### src/rtl/dshot_frame_decoder.sv
// DShot receive decoder: measures bit high time against the bit period,
// assembles 16-bit frames and validates the 4-bit checksum.
module dshot_frame_decoder #(
    parameter int BIT_CYCLES = 107,
    parameter int GAP_CYCLES = 214
) (
    input  logic        clk_in,
    input  logic        rst_n_in,
    input  logic        enable,
    input  logic        dshot_in,
    output logic [10:0] throttle_out,
    output logic        telemetry_out,
    output logic        frame_valid,
    output logic        crc_error,
    output logic        frame_error,
    output logic        busy
);
    localparam int CW = $clog2(GAP_CYCLES + 1);
    localparam logic [CW-1:0] THRESH   = CW'(BIT_CYCLES >> 1);
    localparam logic [CW-1:0] MIN_HIGH = CW'(BIT_CYCLES >> 3);
    localparam logic [CW-1:0] BIT_C    = CW'(BIT_CYCLES);
    localparam logic [CW-1:0] GAP_C    = CW'(GAP_CYCLES);
    localparam logic [CW-1:0] CNT_MAX  = {CW{1'b1}};

    typedef enum logic [2:0] {
        SYNC_GAP,
        WAIT_START,
        MEASURE_HIGH,
        MEASURE_LOW,
        CHECK
    } state_t;

    state_t        state, state_n;
    logic          sync1, s, s_d;
    logic [CW-1:0] gap_cnt, gap_n;
    logic [CW-1:0] high_cnt, high_n;
    logic [CW-1:0] per_cnt, per_n;
    logic [3:0]    bit_idx, bit_n;
    logic [15:0]   shreg, shreg_n;
    logic [10:0]   thr_n;
    logic          tel_n, fv_n, ce_n, fe_n;
    logic          rise, fall;
    logic [11:0]   crc_v;
    logic [3:0]    crc;

    assign rise  = s & ~s_d;
    assign fall  = ~s & s_d;
    assign crc_v = shreg[15:4] ^ (shreg[15:4] >> 4) ^ (shreg[15:4] >> 8);
    assign crc   = crc_v[3:0];
    assign busy  = (state == MEASURE_HIGH) || (state == MEASURE_LOW)
                || (state == CHECK);

    function automatic logic [CW-1:0] inc(input logic [CW-1:0] x);
        return (x == CNT_MAX) ? x : x + 1'b1;
    endfunction

    always_ff @(posedge clk_in or negedge rst_n_in) begin
        if (!rst_n_in) begin
            sync1         <= 1'b0;
            s             <= 1'b0;
            s_d           <= 1'b0;
            state         <= SYNC_GAP;
            gap_cnt       <= '0;
            high_cnt      <= '0;
            per_cnt       <= '0;
            bit_idx       <= '0;
            shreg         <= '0;
            throttle_out  <= '0;
            telemetry_out <= 1'b0;
            frame_valid   <= 1'b0;
            crc_error     <= 1'b0;
            frame_error   <= 1'b0;
        end else begin
            sync1         <= dshot_in;
            s             <= sync1;
            s_d           <= s;
            state         <= state_n;
            gap_cnt       <= gap_n;
            high_cnt      <= high_n;
            per_cnt       <= per_n;
            bit_idx       <= bit_n;
            shreg         <= shreg_n;
            throttle_out  <= thr_n;
            telemetry_out <= tel_n;
            frame_valid   <= fv_n;
            crc_error     <= ce_n;
            frame_error   <= fe_n;
        end
    end

    always_comb begin
        state_n = state;
        gap_n   = gap_cnt;
        high_n  = high_cnt;
        per_n   = per_cnt;
        bit_n   = bit_idx;
        shreg_n = shreg;
        thr_n   = throttle_out;
        tel_n   = telemetry_out;
        fv_n    = 1'b0;
        ce_n    = 1'b0;
        fe_n    = 1'b0;
        unique case (state)
            SYNC_GAP: begin
                gap_n = s ? '0 : inc(gap_cnt);
                if (gap_cnt >= GAP_C) state_n = WAIT_START;
            end
            WAIT_START: begin
                if (rise) begin
                    high_n  = CW'(1);
                    per_n   = CW'(1);
                    bit_n   = '0;
                    state_n = MEASURE_HIGH;
                end
            end
            MEASURE_HIGH: begin
                high_n = inc(high_cnt);
                per_n  = inc(per_cnt);
                if (fall) begin
                    if (high_cnt < MIN_HIGH) begin
                        fe_n    = 1'b1;
                        gap_n   = '0;
                        state_n = SYNC_GAP;
                    end else begin
                        shreg_n = {shreg[14:0], high_cnt > THRESH};
                        state_n = (bit_idx == 4'd15) ? CHECK : MEASURE_LOW;
                    end
                end else if (high_cnt >= BIT_C) begin
                    fe_n    = 1'b1;
                    gap_n   = '0;
                    state_n = SYNC_GAP;
                end
            end
            MEASURE_LOW: begin
                per_n = inc(per_cnt);
                // A rise wins over a timeout reached in the same cycle.
                if (rise) begin
                    bit_n   = (bit_idx == 4'd15) ? bit_idx : bit_idx + 4'd1;
                    high_n  = CW'(1);
                    per_n   = CW'(1);
                    state_n = MEASURE_HIGH;
                end else if (per_cnt >= GAP_C) begin
                    fe_n    = 1'b1;
                    state_n = WAIT_START;
                end
            end
            CHECK: begin
                if (crc == shreg[3:0]) begin
                    thr_n = shreg[15:5];
                    tel_n = shreg[4];
                    fv_n  = 1'b1;
                end else begin
                    ce_n = 1'b1;
                end
                gap_n   = '0;
                state_n = SYNC_GAP;
            end
            default: begin
                gap_n   = '0;
                state_n = SYNC_GAP;
            end
        endcase
        if (!enable) begin
            state_n = SYNC_GAP;
            gap_n   = '0;
            high_n  = '0;
            per_n   = '0;
            bit_n   = '0;
            fv_n    = 1'b0;
            ce_n    = 1'b0;
            fe_n    = 1'b0;
        end
    end
endmodule

### config.mk
export PLATFORM = sky130hd
export DESIGN_NAME = dshot_frame_decoder
export DESIGN_NICKNAME = d
export VERILOG_FILES = /design/src/rtl/dshot_frame_decoder.sv
export SDC_FILE = /design/constraint.sdc
export NUM_CORES = 1
export LEC_CHECK = 0
export CAP_MARGIN = 20
export CORE_MARGIN = 1.5
export CORE_UTILIZATION = 55
export CTS_BUF_LIST = sky130_fd_sc_hd__clkbuf_8 sky130_fd_sc_hd__clkbuf_16
export DETAILED_ROUTE_END_ITERATION = 7
export PLACE_DENSITY_LB_ADDON = 0.12
export SETUP_SLACK_MARGIN = 0.1
export SYNTH_ARGS = -nofsm -noshare
export SYNTH_HDL_FRONTEND = slang
export SYNTH_SLANG_ARGS = --single-unit
### constraint.sdc
create_clock -name clk_in -period 3 [get_ports clk_in]
set_clock_uncertainty 0.2 [all_clocks]
set_input_delay 0.9 -clock clk_in [delete_from_list [all_inputs] [get_ports clk_in]]
set_output_delay 0.9 -clock clk_in [all_outputs]
set_load 0.005 [all_outputs]
==> results of run 1 <==
[per-layer routing]
layer / vias up / routed length (um) / global-route usage
li1: 1240 / - / -
met1: 1247 / 3290 / 0.318
met2: 65 / 3000 / 0.335
met3: 8 / 295 / 0.0567
met4: 0 / 75 / 0.0948
met5: - / 0 / 0
[logic make-up after synthesis]
family          share of synthesized area
compound gates                      0.138
fa+ha+maj                          0.0295
xor+xnor                           0.0387
flops                               0.480
mux                                 0.105
simple gates                        0.182
buf+inv                            0.0266
[placed cells by master, fill, tap and decap left out, types with 3 or more instances in the layout]
cell type / instances
clkbuf_8: 10
o31ai_1: 8
dfrtp_1: 65
nor2b_1: 5
nor3_1: 5
xnor2_1: 10
nor2_1: 30
clkdlybuf4s50_1: 18
o211ai_1: 3
nand2_1: 15
mux2_2: 29
o21ai_0: 25
nand2b_1: 6
nand3_1: 21
nand4_1: 6
and3_1: 8
a31oi_1: 4
and4_1: 3
a22o_1: 3
nor3b_1: 5
xor2_1: 5
ha_1: 8
buf_4: 12
a21oi_1: 6
clkinv_4: 3
inv_1: 8
[report_power, final]
part | leakage, nW | internal, W | switching, W
Sequential | 0.895 | 0.000928 | 0.0000745
Clock | 0.116 | 0.000493 | 0.000360
Combinational | 0.788 | 0.000222 | 0.000300
Total | 1.80 | 0.00164 | 0.000734
[cells in the mapped netlist, types with 2 or more instances]
cell type,n
ha_1,8
a22o_1,3
and3b_1,2
o21a_1,2
nand3_1,21
xnor2_1,10
clkbuf_1,7
or2_2,2
nor3_1,5
mux2i_1,2
o211ai_1,3
buf_2,3
o21ai_0,25
a31o_2,2
a21oi_1,6
nand4_1,6
a211oi_1,2
mux2_2,29
nand2b_1,6
nor4b_1,2
dfrtp_1,65
nor2b_1,5
inv_1,8
o31ai_1,8
nor3b_1,5
a31oi_1,4
o22a_1,2
nor2_1,30
and4_1,3
xor2_1,5
nand2_1,15
and3_1,8
[worst register-to-register path: stages (launching register included)]
cell and delay [ns]:
dfrtp_1 0.41, xnor2_1 0.25, xnor2_1 0.13, nor4_2 0.37, nand3_1 0.49, mux2_2 0.46
[state kept, by name (all words and copies together), names as in the netlist]
signal and count:
frame_valid 1, throttle_out 11, s_d 1, gap_cnt 8, bit_idx 4, sync1 1
high_cnt 8, shreg 16, state 3, telemetry_out 1, s 1, per_cnt 8
frame_error 1, crc_error 1
[stage by stage]
stage | total power [W] | utilization
3_5_place_dp | 0.00153 | 0.630
2_1_floorplan | 0.00135 | -
6_report | 0.00238 | 0.668
5_1_grt | 0.00251 | 0.668
4_1_cts | 0.00239 | 0.668
3_3_place_gp | 0.00152 | 0.630
[final cells by class]
cell class                 instances  area [um2]  share of cell area
sequential                        65        1630               0.411
clock inverter                     6        91.3              0.0231
tap                               75        93.8              0.0237
clock buffer                      10         138              0.0348
multi-input combinational        239        1680               0.425
inverter                           8        30.0             0.00759
timing repair buffer              32         295              0.0746
[worst max-delay path by stage]
stage | startpoint | endpoint | slack (ns) | cells after the start
final | state[0] | busy | 0.21 | 3
after global routing | state[0] | busy | 0.14 | 3
after CTS | state[0] | busy | 0.21 | 3
after detailed placement | enable | gap_cnt[1] | 0.06 | 6
after global placement | enable | gap_cnt[1] | 0.07 | 6
after floorplan | enable | gap_cnt[1] | 0.45 | 5
==> results.sh, run 1 <==
export IMPL_outcome="finished, final reports clean"
export IMPL_postLayoutSetupSlackWorst_ns=0.212
export IMPL_yosys_warnings=0
export IMPL_syn_mean_instance_area_um2=10.5
export IMPL_worst_slew_margin_rel=0.533
export IMPL_synth_sequential_area_ratio=0.480
export IMPL_dr_first_iter_drc_count=126
export IMPL_rr_startpoint="shreg[15]"
export IMPL_vias_per_cell=5.89
export IMPL_detail_route_antenna_nets=0
export IMPL_place_detailed_instances=419
export IMPL_postSynthRegisterBits=65
export IMPL_final_layout_fill_cell_count=450
export IMPL_yosys_area_top_type_share=0.480
export IMPL_drc=0
export IMPL_port_buffer_count=19
export IMPL_fp_row_count=28
export IMPL_grt_pass1_vias=2375
export IMPL_grt_first_pass_wirelength_mm=11.4
export IMPL_timing_fmax_mhz=359
export IMPL_setup_viol_count_final=0
export IMPL_rsz0062_at_grt="false"
export IMPL_global_router_s_overall_resource_usage=0.227
export IMPL_final_max_slew_viols=0
export IMPL_num_vias=2560
export IMPL_holdWs_ns=0.163
export IMPL_synth_area_leaders="dfrtp_1 48%, mux2_2 9.6%, o21ai_0 3.7%"
export IMPL_reg2reg_setup_slack_ns=0.57
export IMPL_grt_max_degree=66
export IMPL_r2r_worst_path_cells=5
export IMPL_clock_latency_ns=0.35
export IMPL_first_pass_iters=4
export IMPL_grt_antenna_before_repair=0
export IMPL_cts_path_max_buffers=2
export IMPL_period_utilization_post_route=0.929
export IMPL_type_of_element_capturing_the_critical_path="output port"
export IMPL_slowest_stage="dfrtp_1"
export IMPL_drt_wirelength_per_cell_um=15.3
export IMPL_routed_wl_mm=6.67
export IMPL_reg2reg_to="throttle_out[0]"
export IMPL_number_of_enable_type_register_cells_in_the_synthesized_netlist=0
export IMPL_path_clk_slew_ns=0.07
export IMPL_min_delay_path_depth=0
export IMPL_syn_cell_area_um2=3390
export IMPL_yosys_cell_types_count=52
export IMPL_syn_instance_count=324
export IMPL_die_w_um=81.5
export IMPL_path_class="reg -> out"
export IMPL_buffer_cell_driving_the_clock_tree_root="clkbuf_8"
export IMPL_worstPathArrival_ns=1.69
export IMPL_number_of_h_tree_branching_levels=3
export IMPL_slowest_delay_ns=0.52
export IMPL_area_delta_synth_final_pct=16.6
export IMPL_dpl_cell_area_um2=3730
export IMPL_syn_nets=336
export IMPL_cts_buffers_inserted=9
export IMPL_ctsHoldBuffers=0
export IMPL_cap_violations=0
export IMPL_initial_utilization=0.573
export IMPL_max_slew_worst_pin_slew_ns=0.695
export IMPL_timing_hold_worst_class="reg -> reg"
export IMPL_p_leak_nw=1.80
export IMPL_timing_final_crit_period_ns=2.79
export IMPL_worst_setup_path_start_kind="flop"
export IMPL_dp_slack_ns=0.0628
export IMPL_hold_viol=0
export IMPL_cts_tree="built"
export IMPL_routabilityCongestion=0.825
export IMPL_core_um2=5920
export IMPL_worstPathRequired_ns=1.90
export IMPL_die_h_um=81.5
export IMPL_cellPowerDensity_nw_per_um2=601
export IMPL_ctsResizeCount=0
export IMPL_totalNegativeSetupSlack_ns=0
export IMPL_worst_hold_path_startpoint="sync1"
export IMPL_final_area_um2=3960
export IMPL_drive_above_1_share=0.194
export IMPL_ir_drop_uv=338
export IMPL_final_nets=367
export IMPL_antenna_fix_cells=0
export IMPL_post_dp_hpwl_mm=4.55
export IMPL_grt_remaining_overflow=0
export IMPL_async_reset_ff_frac=1.00
export IMPL_design_portCount=20
export IMPL_synth_top_area_cell="dfrtp_1"
export IMPL_postCtsSetupBuffers=0
export IMPL_crit_path_leading_delay_family="flip-flops"
export IMPL_crit_path_cell_trace="nor2_1 > mux2_2 > clkdlybuf4s50_1"
export IMPL_yosys_most_used_dff="dfrtp_1"
export IMPL_finish_cell_count_without_fillers=435
export IMPL_die_area_um2=6650
export IMPL_numClockSinks=65
export IMPL_timing_hold_worst_endpoint="s"
export IMPL_critical_path_max_fanout=10
export IMPL_critical_path_n_buffers_inverters=1
Note: power is estimated with default switching activity, not from simulation.
==> inputs of run 2 (changes only) <==
--- a/config.mk
+++ b/config.mk
@@ -7,11 +7,12 @@
 export LEC_CHECK = 0
 export CAP_MARGIN = 20
 export CORE_MARGIN = 1.5
-export CORE_UTILIZATION = 55
+export CORE_UTILIZATION = 54
 export CTS_BUF_LIST = sky130_fd_sc_hd__clkbuf_8 sky130_fd_sc_hd__clkbuf_16
 export DETAILED_ROUTE_END_ITERATION = 7
+export GPL_ROUTABILITY_DRIVEN = 0
 export PLACE_DENSITY_LB_ADDON = 0.12
-export SETUP_SLACK_MARGIN = 0.1
+export SETUP_SLACK_MARGIN = 0.4
 export SYNTH_ARGS = -nofsm -noshare
 export SYNTH_HDL_FRONTEND = slang
 export SYNTH_SLANG_ARGS = --single-unit
==> constraint.sdc (replaced) <==
create_clock -name clk_in -period 2.5 [get_ports clk_in]
set_clock_uncertainty 0.2 [all_clocks]
set_input_delay 0.75 -clock clk_in [delete_from_list [all_inputs] [get_ports clk_in]]
set_output_delay 0.75 -clock clk_in [all_outputs]
set_load 0.005 [all_outputs]
==> run 2 against run 1 <==
- via count up 11%
- setup slack improved by 0.053 ns
- clock-buffer cell count stayed put
- power grew 44%
- critical endpoint unchanged
- largest cell class unchanged
==> results.sh, run 2 (synthesis results as in run 1) <==
export IMPL_slowest_delay_ns=0.40
export IMPL_p_leak_nw=2.20
export IMPL_final_max_slew_viols=0
export IMPL_die_h_um=82.3
export IMPL_port_buffer_count=19
export IMPL_grt_pass1_vias=2690
export IMPL_setup_viol_count_final=0
export IMPL_worst_hold_path_startpoint="sync1"
export IMPL_initial_utilization=0.566
export IMPL_buffer_cell_driving_the_clock_tree_root="clkbuf_8"
export IMPL_rsz0062_at_grt="true"
export IMPL_crit_path_leading_delay_family="flip-flops"
export IMPL_cts_tree="built"
export IMPL_crit_path_cell_trace="nor2_2 > buf_4 > mux2_2 > clkbuf_2"
export IMPL_power_switching_w=0.00105
export IMPL_critical_path_max_fanout=3
export IMPL_routed_wl_mm=8.31
export IMPL_timing_final_crit_period_ns=2.23
export IMPL_grt_remaining_overflow=0
export IMPL_power_switching_share=0.307
export IMPL_worst_setup_path_startpoint="state[1]"
export IMPL_cts_path_max_buffers=2
export IMPL_rr_startpoint="state[1]"
export IMPL_ctsHoldBuffers=0
export IMPL_drc=0
export IMPL_layout_cells_most_common="dfrtp_1"
export IMPL_slowest_stage="dfrtp_1"
export IMPL_final_nets=409
export IMPL_internal_power_w=0.00237
export IMPL_number_of_h_tree_branching_levels=3
export IMPL_largestRegisters="shreg (16), throttle_out (11)"
export IMPL_reg2reg_to="gap_cnt[1]"
export IMPL_path_class="reg -> out"
export IMPL_drt_wirelength_per_cell_um=17.4
export IMPL_critical_path_n_buffers_inverters=2
export IMPL_antenna_fix_cells=0
export IMPL_area_delta_synth_final_pct=38.5
export IMPL_layout_common_cells="59 x dfrtp_1, 38 x buf_4, 25 x nor2_1, 21 x o21ai_0, 21 x mux2_4"
export IMPL_post_dp_hpwl_mm=4.92
export IMPL_reg2reg_setup_slack_ns=0.27
export IMPL_design_portCount=20
export IMPL_path_clk_slew_ns=0.07
export IMPL_grt_antenna_before_repair=0
export IMPL_fp_row_count=28
export IMPL_outcome="finished, final reports clean"
export IMPL_numClockSinks=65
export IMPL_termination_of_the_worst_setup_path="busy"
export IMPL_core_um2=5990
export IMPL_drive_above_1_share=0.388
export IMPL_finish_cell_count_without_fillers=477
export IMPL_largest_reg_flops=16
export IMPL_detail_route_antenna_nets=0
export IMPL_clkPwrFrac=0.323
export IMPL_ir_drop_uv=727
export IMPL_first_pass_iters=5
export IMPL_worstPathArrival_ns=1.28
export IMPL_die_area_um2=6770
export IMPL_die_w_um=82.3
export IMPL_global_router_s_overall_resource_usage=0.253
export IMPL_largest_register="shreg"
export IMPL_worst_slew_margin_rel=0.619
export IMPL_hold_viol=0
export IMPL_totalNegativeSetupSlack_ns=0
export IMPL_holdWs_ns=0.152
export IMPL_finalPower_w=0.00342
export IMPL_cap_violations=0
export IMPL_r2r_worst_path_cells=11
export IMPL_period_utilization_post_route=0.894
export IMPL_timing_hold_worst_class="reg -> reg"
export IMPL_worst_setup_path_start_kind="flop"
export IMPL_vias_per_cell=5.96
export IMPL_dr_first_iter_drc_count=209
export IMPL_worstSetupPathDepth=4
export IMPL_num_vias=2841
export IMPL_type_of_element_capturing_the_critical_path="output port"
export IMPL_combPwrFrac=0.330
export IMPL_max_slew_worst_pin_slew_ns=0.572
export IMPL_clock_latency_ns=0.34
export IMPL_final_layout_fill_cell_count=347
export IMPL_grt_max_degree=24
export IMPL_seqPwrFrac=0.347
export IMPL_cellPowerDensity_nw_per_um2=727
export IMPL_timing_fmax_mhz=448
export IMPL_place_detailed_instances=432
export IMPL_grt_first_pass_wirelength_mm=12.8
export IMPL_cts_buffers_inserted=9
export IMPL_worstPathRequired_ns=1.55
## run 2: changes by cell type in the layout (fill, tap and decap cells not counted), sizes merged
| cell | previous run | this run |
|---|---|---|
| buf | 14 | 55 |
| bufinv | 2 | 3 |
| clkbuf | 10 | 12 |
| clkdlybuf4s50 | 18 | 1 |
| clkinvlp | 0 | 1 |
| dlygate4sd2 | 0 | 16 |
| clkinv | 4 | 1 |
| inv | 8 | 9 |
## run 2: worst min path at each step
stage	to	slack, ns	cells after the start
CTS	s	0.16	0
detailed placement	s	0.14	0
global placement	s	0.13	0
finish	s	0.15	0
global route	s	0.16	0
floorplan	s	0.13	0
## run 2: timing repair
| action | CTS | global route |
|---|---|---|
| resized for setup | 46 | 58 |
| pin swaps | 9 | 17 |
| setup endpoints to repair | 58 | 53 |
| buffers inserted | 15 | 11 |
| gates cloned | 2 | 1 |
## run 2: per-stage QoR
| stage | utilization | instance area (um2) | setup slack (ns) |
|---|---|---|---|
| after floorplan | - | 3450 | 0.356 |
| after global placement | 0.652 | 3900 | -0.170 |
| after detailed placement | 0.652 | 3900 | -0.182 |
| after CTS | 0.734 | 4390 | 0.203 |
| after global routing | 0.784 | 4700 | 0.203 |
| final | 0.784 | 4700 | 0.266 |
## run 2: area by class of cell
class / count / area [um2] / area share
sequential: 65 / 1630 / 0.348
timing repair buffer: 74 / 678 / 0.144
clock inverter: 6 / 106 / 0.0226
clock buffer: 10 / 138 / 0.0293
inverter: 8 / 30.0 / 0.00639
multi-input combinational: 239 / 2020 / 0.430
tap: 75 / 93.8 / 0.0200
## run 2: power groups by stage
stage / sequential [W] / clock, W / combinational (W)
4_1_cts: 0.00118 / 0.00111 / 0.000956
3_5_place_dp: 0.00120 / 0 / 0.000730
5_1_grt: 0.00119 / 0.00116 / 0.00122
6_report: 0.00119 / 0.00110 / 0.00113
2_1_floorplan: 0.00119 / 0 / 0.000443
3_3_place_gp: 0.00120 / 0 / 0.000715
## run 2: routing by layer
layer | part of all wire | up-vias | track usage
met5 | 0 | - | 0
met4 | 0.021 | 0 | 0.0661
met3 | 0.032 | 20 | 0.0593
met2 | 0.48 | 80 | 0.382
met1 | 0.47 | 1417 | 0.363
li1 | - | 1324 | -
